**config.mk**
```make
export PLATFORM = sky130hd
export DESIGN_NAME = branch_unit
export DESIGN_NICKNAME = d
export VERILOG_FILES = /design/src/rtl/branch_unit.sv
export SDC_FILE = /design/constraint.sdc
export NUM_CORES = 1
export LEC_CHECK = 0
export BUFFER_PORTS_ARGS = -buffer_cell sky130_fd_sc_hd__buf_2
export CORE_ASPECT_RATIO = 0.7
export CORE_MARGIN = 2
export CORE_UTILIZATION = 45
export DETAILED_ROUTE_END_ITERATION = 10
export GPL_TIMING_DRIVEN = 0
export PLACE_DENSITY = 0.68
export SYNTH_ARGS = -nofsm -noshare
export SYNTH_HDL_FRONTEND = slang
export SYNTH_SLANG_ARGS = --single-unit
```
**constraint.sdc**
```tcl
create_clock -name clk -period 11.9 [get_ports clk]
set_input_delay 1.19 -clock clk [delete_from_list [all_inputs] [get_ports clk]]
set_output_delay 1.19 -clock clk [all_outputs]
set_load 0.005 [all_outputs]
```
**src/rtl/branch_unit.sv**
```systemverilog
// Branch/jump resolution unit: evaluates the condition, computes the target
// and link, and holds the result behind a valid/ready output register.
// Ports:
//   req_*      request (valid/ready; kind, funct3, rs1, rs2, pc, imm)
//   flush      kills the held result and blocks acceptance
//   rsp_*      held result (taken, target, link, misaligned, illegal)
//   redirect_* one-cycle redirect pulse to fetch
//   cnt_*      saturating branch/taken event counters, cnt_clear zeroes them
module branch_unit #(
  parameter int Width        = 32,
  parameter bit CompressedEn = 1'b0,
  parameter int CntWidth     = 32
) (
  input  logic                clk,
  input  logic                rst,
  input  logic                req_valid,
  output logic                req_ready,
  input  logic [1:0]          req_kind,
  input  logic [2:0]          req_op,
  input  logic [Width-1:0]    req_a,
  input  logic [Width-1:0]    req_b,
  input  logic [Width-1:0]    req_pc,
  input  logic [Width-1:0]    req_imm,
  input  logic                flush,
  output logic                rsp_valid,
  input  logic                rsp_ready,
  output logic                rsp_taken,
  output logic [Width-1:0]    rsp_target,
  output logic [Width-1:0]    rsp_link,
  output logic                rsp_misaligned,
  output logic                rsp_illegal,
  output logic                redirect_valid,
  output logic [Width-1:0]    redirect_pc,
  output logic [CntWidth-1:0] cnt_branch,
  output logic [CntWidth-1:0] cnt_taken,
  input  logic                cnt_clear
);

  typedef enum logic {
    EMPTY = 1'b0,
    FULL  = 1'b1
  } state_t;

  typedef struct packed {
    logic             taken;
    logic [Width-1:0] target;
    logic [Width-1:0] link;
    logic             mis;
    logic             ill;
  } res_t;

  state_t state, state_nx;
  res_t   res, hold;

  logic             accept;
  logic             is_br, is_jal, is_jalr;
  logic             cond, op_ill;
  logic             fire;
  logic             br_ev, tk_ev;
  logic [Width-1:0] link;
  logic [Width-1:0] pc_imm;
  logic [Width-1:0] a_imm;
  logic [Width-1:0] jalr_t;

  localparam logic [CntWidth-1:0] CntMax = '1;

  // rst gating keeps every output low while reset is held
  assign req_ready = !rst && !flush &&
                     (state == EMPTY || rsp_ready);
  assign accept    = req_valid && req_ready;

  assign is_br   = req_kind == 2'b00;
  assign is_jal  = req_kind == 2'b01;
  assign is_jalr = req_kind == 2'b10;

  assign link   = req_pc + Width'(4);
  assign pc_imm = req_pc + req_imm;
  assign a_imm  = req_a + req_imm;
  assign jalr_t = {a_imm[Width-1:1], 1'b0};

  always_comb begin
    cond   = 1'b0;
    op_ill = 1'b0;
    unique case (req_op)
      3'b000:  cond = req_a == req_b;
      3'b001:  cond = req_a != req_b;
      3'b100:  cond = $signed(req_a) < $signed(req_b);
      3'b101:  cond = $signed(req_a) >= $signed(req_b);
      3'b110:  cond = req_a < req_b;
      3'b111:  cond = req_a >= req_b;
      default: op_ill = 1'b1;
    endcase
  end

  always_comb begin
    res        = '0;
    res.target = link;
    res.link   = link;
    unique case (1'b1)
      is_br: begin
        res.taken  = cond;
        res.ill    = op_ill;
        res.target = cond ? pc_imm : link;
      end
      is_jal: begin
        res.taken  = 1'b1;
        res.target = pc_imm;
      end
      is_jalr: begin
        res.taken  = 1'b1;
        res.target = jalr_t;
      end
      default: res.ill = 1'b1;
    endcase
    // with compressed support every target is already 2-byte aligned
    res.mis = !CompressedEn && res.taken &&
              res.target[1];
  end

  assign fire  = accept && res.taken &&
                 !res.mis && !res.ill;
  assign br_ev = accept && is_br && !op_ill;
  assign tk_ev = br_ev && cond;

  always_ff @(posedge clk or posedge rst) begin
    if (rst) state <= EMPTY;
    else     state <= state_nx;
  end

  always_comb begin
    state_nx = state;
    if (flush)
      state_nx = EMPTY;
    else if (accept)
      state_nx = FULL;
    else if (state == FULL && rsp_ready)
      state_nx = EMPTY;
  end

  always_ff @(posedge clk or posedge rst) begin
    if (rst) begin
      hold           <= '0;
      redirect_valid <= 1'b0;
      redirect_pc    <= '0;
    end else begin
      if (flush)
        hold <= '0;
      else if (accept)
        hold <= res;
      // only an accept can raise the pulse, so a stall never repeats it
      redirect_valid <= fire;
      redirect_pc    <= fire ? res.target : '0;
    end
  end

  always_ff @(posedge clk or posedge rst) begin
    if (rst) begin
      cnt_branch <= '0;
      cnt_taken  <= '0;
    end else if (cnt_clear) begin
      cnt_branch <= '0;
      cnt_taken  <= '0;
    end else begin
      if (br_ev && cnt_branch != CntMax)
        cnt_branch <= cnt_branch + CntWidth'(1);
      if (tk_ev && cnt_taken != CntMax)
        cnt_taken <= cnt_taken + CntWidth'(1);
    end
  end

  assign rsp_valid      = state == FULL;
  assign rsp_taken      = hold.taken;
  assign rsp_target     = hold.target;
  assign rsp_link       = hold.link;
  assign rsp_misaligned = hold.mis;
  assign rsp_illegal    = hold.ill;

endmodule

```
==> results.txt <==
sequential fraction of the synthesis area -> 33.5%
Final Slew Violations -> 0
Port Buffer Count -> 301
Tmin final -> 5470 ps
Syn Inst Count -> 1453
Reg2Reg Setup Slack -> 8000 ps
CTS tree -> done
actual slew at the worst max-slew pin -> 957 ps
Die Span X -> 202 um
CTS sink count -> 165
XOR/XNOR share of the synthesized area -> 9.31%
I/O pin count -> 305
outcome -> complete, no violations
aggregate global routing overflow -> 0
1st-iter DRT viols -> 952
leakage power total -> 0.00734 uW
vias per cell -> 5.80
Async S/R FF share, synth -> 100%
Synth Register Bits -> 165
DPL Wire Length -> 35.4 mm
CP Data Required Time -> 12200 ps
switching pwr -> 518 uW
Post-Synth Adder-Cell Area -> 10.5%
CP arrival -> 5770 ps
GP Congestion -> 0.980
total routing usage reported by global routing -> 30.4%
largest family of logic cells by synthesized area -> simple AND/OR/NAND/NOR gates
Clk network pwr share -> 37.6%
first-pass GRT wire length -> 67.2 mm
Synth area leaders -> dfrtp_1 33%, ha_1 10%, xnor2_1 5.3%
H-tree Lvls -> 4
CP Launch Point -> req_a[31]
Final setup viols -> 0
CP Class -> input port to register
relative slew slack -> 36.0%
Fin Setup TNS -> 0 ps
fin crit share -> 45.9%
Routed WL per cell -> 20.5 um
final total power -> 1600 uW
row count -> 50
Die Height -> 142 um
Total Wirelength -> 44.0 mm
Yosys top cell by area -> dfrtp_1
CTS Buffer Depth -> 2
min-delay src -> rsp_misaligned
sequential power share -> 36.7%
Fin. Hold Viols -> 0
clock root buffer -> clkbuf_16
Area Growth Syn to Fin -> 21.4%
setup repair bufs after CTS -> 0
Highest Clock Rate -> 183 MHz
Synth Area in Simple Gates -> 22.9%
Max Cap Viol -> 0
Yosys cell types -> 67
layout cell share with drive strength beyond 1 -> 19.9%
initial antenna violation count -> 5
internal power consumption -> 1080 uW
Worst VDD drop -> 0.120 mV
warnings from Yosys -> 0
DIE AREA -> 28800 sq um
RSZ-0062 raised after global routing -> no
Setup Skew -> 11.1 ps
Hold WS -> 477 ps
pwr dens -> 107 nW/um^2
area share of the largest cell type after synthesis -> 33.5%
clk slew on worst S/H paths -> 70 ps
syn nets -> 1694
number of flops mapped to enable cells by yosys -> 0
clk_lat worst skew -> 440 ps
Avg Synthesized Cell Area -> 8.49 sq um
Mapped Area -> 12300 sq um
post-synthesis compound-gate area fraction -> 19.6%
post-CTS resize count -> 0
vias in the first global route -> 11.6k
Vias -> 12.5k
Setup crit start kind -> input port
Comb power frac -> 25.7%
CP Max Fanout -> 10
Routed Antenna Nets -> 0
Core ar. -> 26800 sq um
sw frac -> 32.5%
Initial Utilization -> 45.9%
router iterations before antenna repair -> 5
CTS buffer count -> 17
HP Class -> register to register
Crit. End Element -> register
Synth Flop Type -> dfrtp_1
largest net degree at the start of global routing -> 109
Residual DRC -> 0
post-synthesis mux area share -> 0.345%
worst r2r src -> rsp_valid
# nets final -> 2015
Hold-fix buffers, CTS -> 0
## per-layer routing
layer / up-vias / part of all wire, % / global-route usage (%)
met5: - / 0.098 / 0
met4: 6 / 2.9 / 9.25
met3: 81 / 9.1 / 7.53
met2: 537 / 40 / 42.5
met1: 5945 / 48 / 45.7
li1: 5902 / - / -
## state kept, by name, indices dropped and copies added, names as in the netlist
signal	cells
rsp_misaligned	1
cnt_branch	32
rsp_link	32
rsp_taken	1
cnt_taken	32
rsp_illegal	1
rsp_target	32
rsp_valid	1
redirect_pc	32
redirect_valid	1
## power by group through the flow
stage	logic (uW)	clock network (uW)	registers, uW
floorplan	253	0	595
global placement	396	0	596
detailed placement	400	0	596
CTS	403	605	585
global route	451	630	587
finish	411	600	586
## logic make-up after synthesis
logic type                 after synthesis
other                                    1
DFF                                    165
and+or+nand+nor                        546
adders and majority gates              102
buffers and inverters                  125
AOI/OAI and AO/OA                      379
xor gates and xnor gates               131
muxes                                    4
## critical path, stage by stage
cell and delay, ps:
buf_2 110, ha_1 490, nand4_1 180, or4_4 640
nor2b_4 160, a31o_4 260, nand3_1 90, mux2_2 420
o41ai_4 860, clkbuf_1 630, o22ai_1 190, a21oi_1 400
o21ai_0 140
## layout by cell type, fill, tap and decap left out, drive strengths merged, types with 4 or more instances in the layout
| cell type | synthesis | layout |
|---|---|---|
| a211oi | 11 | 11 |
| a21o | 48 | 48 |
| a21oi | 92 | 92 |
| a221oi | 14 | 14 |
| a22oi | 10 | 10 |
| a31o | 6 | 6 |
| a31oi | 19 | 19 |
| and2 | 16 | 16 |
| and3 | 21 | 21 |
| and4 | 10 | 10 |
| buf | 5 | 307 |
| clkbuf | 56 | 76 |
| dfrtp | 165 | 165 |
| ha | 100 | 100 |
| inv | 64 | 69 |
| nand2 | 109 | 109 |
| nand2b | 11 | 11 |
| nand3 | 61 | 61 |
| nand3b | 58 | 58 |
| nand4 | 30 | 30 |
| nor2 | 144 | 144 |
| nor2b | 16 | 16 |
| nor3 | 24 | 24 |
| nor3b | 9 | 9 |
| nor4 | 13 | 13 |
| o211ai | 10 | 10 |
| o21a | 12 | 12 |
| o21ai | 99 | 99 |
| o21bai | 8 | 8 |
| o221ai | 4 | 4 |
| o22ai | 14 | 14 |
| o31ai | 6 | 6 |
| o41ai | 4 | 4 |
| or2 | 4 | 4 |
| or3 | 14 | 14 |
| or4 | 4 | 4 |
| xnor2 | 74 | 74 |
| xor2 | 57 | 57 |
## metrics by stage
stage	util [%]	instances	area (sq um)	setup slack, ps
3_3_place_gp	53.2	2118	14300	4110
6_report	55.7	2152	15000	6430
2_1_floorplan	-	1453	12300	6250
3_5_place_dp	53.4	2119	14300	5700
5_1_grt	55.7	2151	15000	6300
4_1_cts	55.7	2151	14900	6150
## area by class of cell
type	instances	area, sq um
sequential	165	4130
tap	364	455
clock buffer	20	457
timing repair buffer	302	1530
inverter	64	248
fill	2552	11900
buffer	61	230
multi-input combinational	1163	7740
clock inverter	12	165
antenna	1	2.50
## path summary, 6_finish.rpt
| check | to | cells after the start |
|---|---|---|
| worst max-delay path | rsp_target[11] | 13 |
| worst min-delay path | rsp_misaligned | 2 |
| worst max register to register | cnt_branch[27] | 11 |
| worst min register to register | rsp_misaligned | 2 |
| max in group asynchronous | rsp_link[27] | 3 |
| min in group asynchronous | rsp_link[0] | 2 |
## cell usage after synthesis, types with 11 or more instances
library cell,instances
dfrtp_1,165
a21o_1,48
nand2_1,109
clkbuf_1,56
nand3b_1,58
nand3_1,61
o21a_1,12
nor2_1,144
a21oi_1,92
a221oi_1,14
nor3_1,23
nor4_1,13
inv_1,64
and3_1,21
and2_1,15
nor2b_1,15
o22ai_1,14
nand2b_1,11
or3_1,14
a31oi_1,18
xor2_1,57
a211oi_1,11
xnor2_1,74
ha_1,100
nand4_1,30
o21ai_0,99
(Power assumes the default switching activity.)
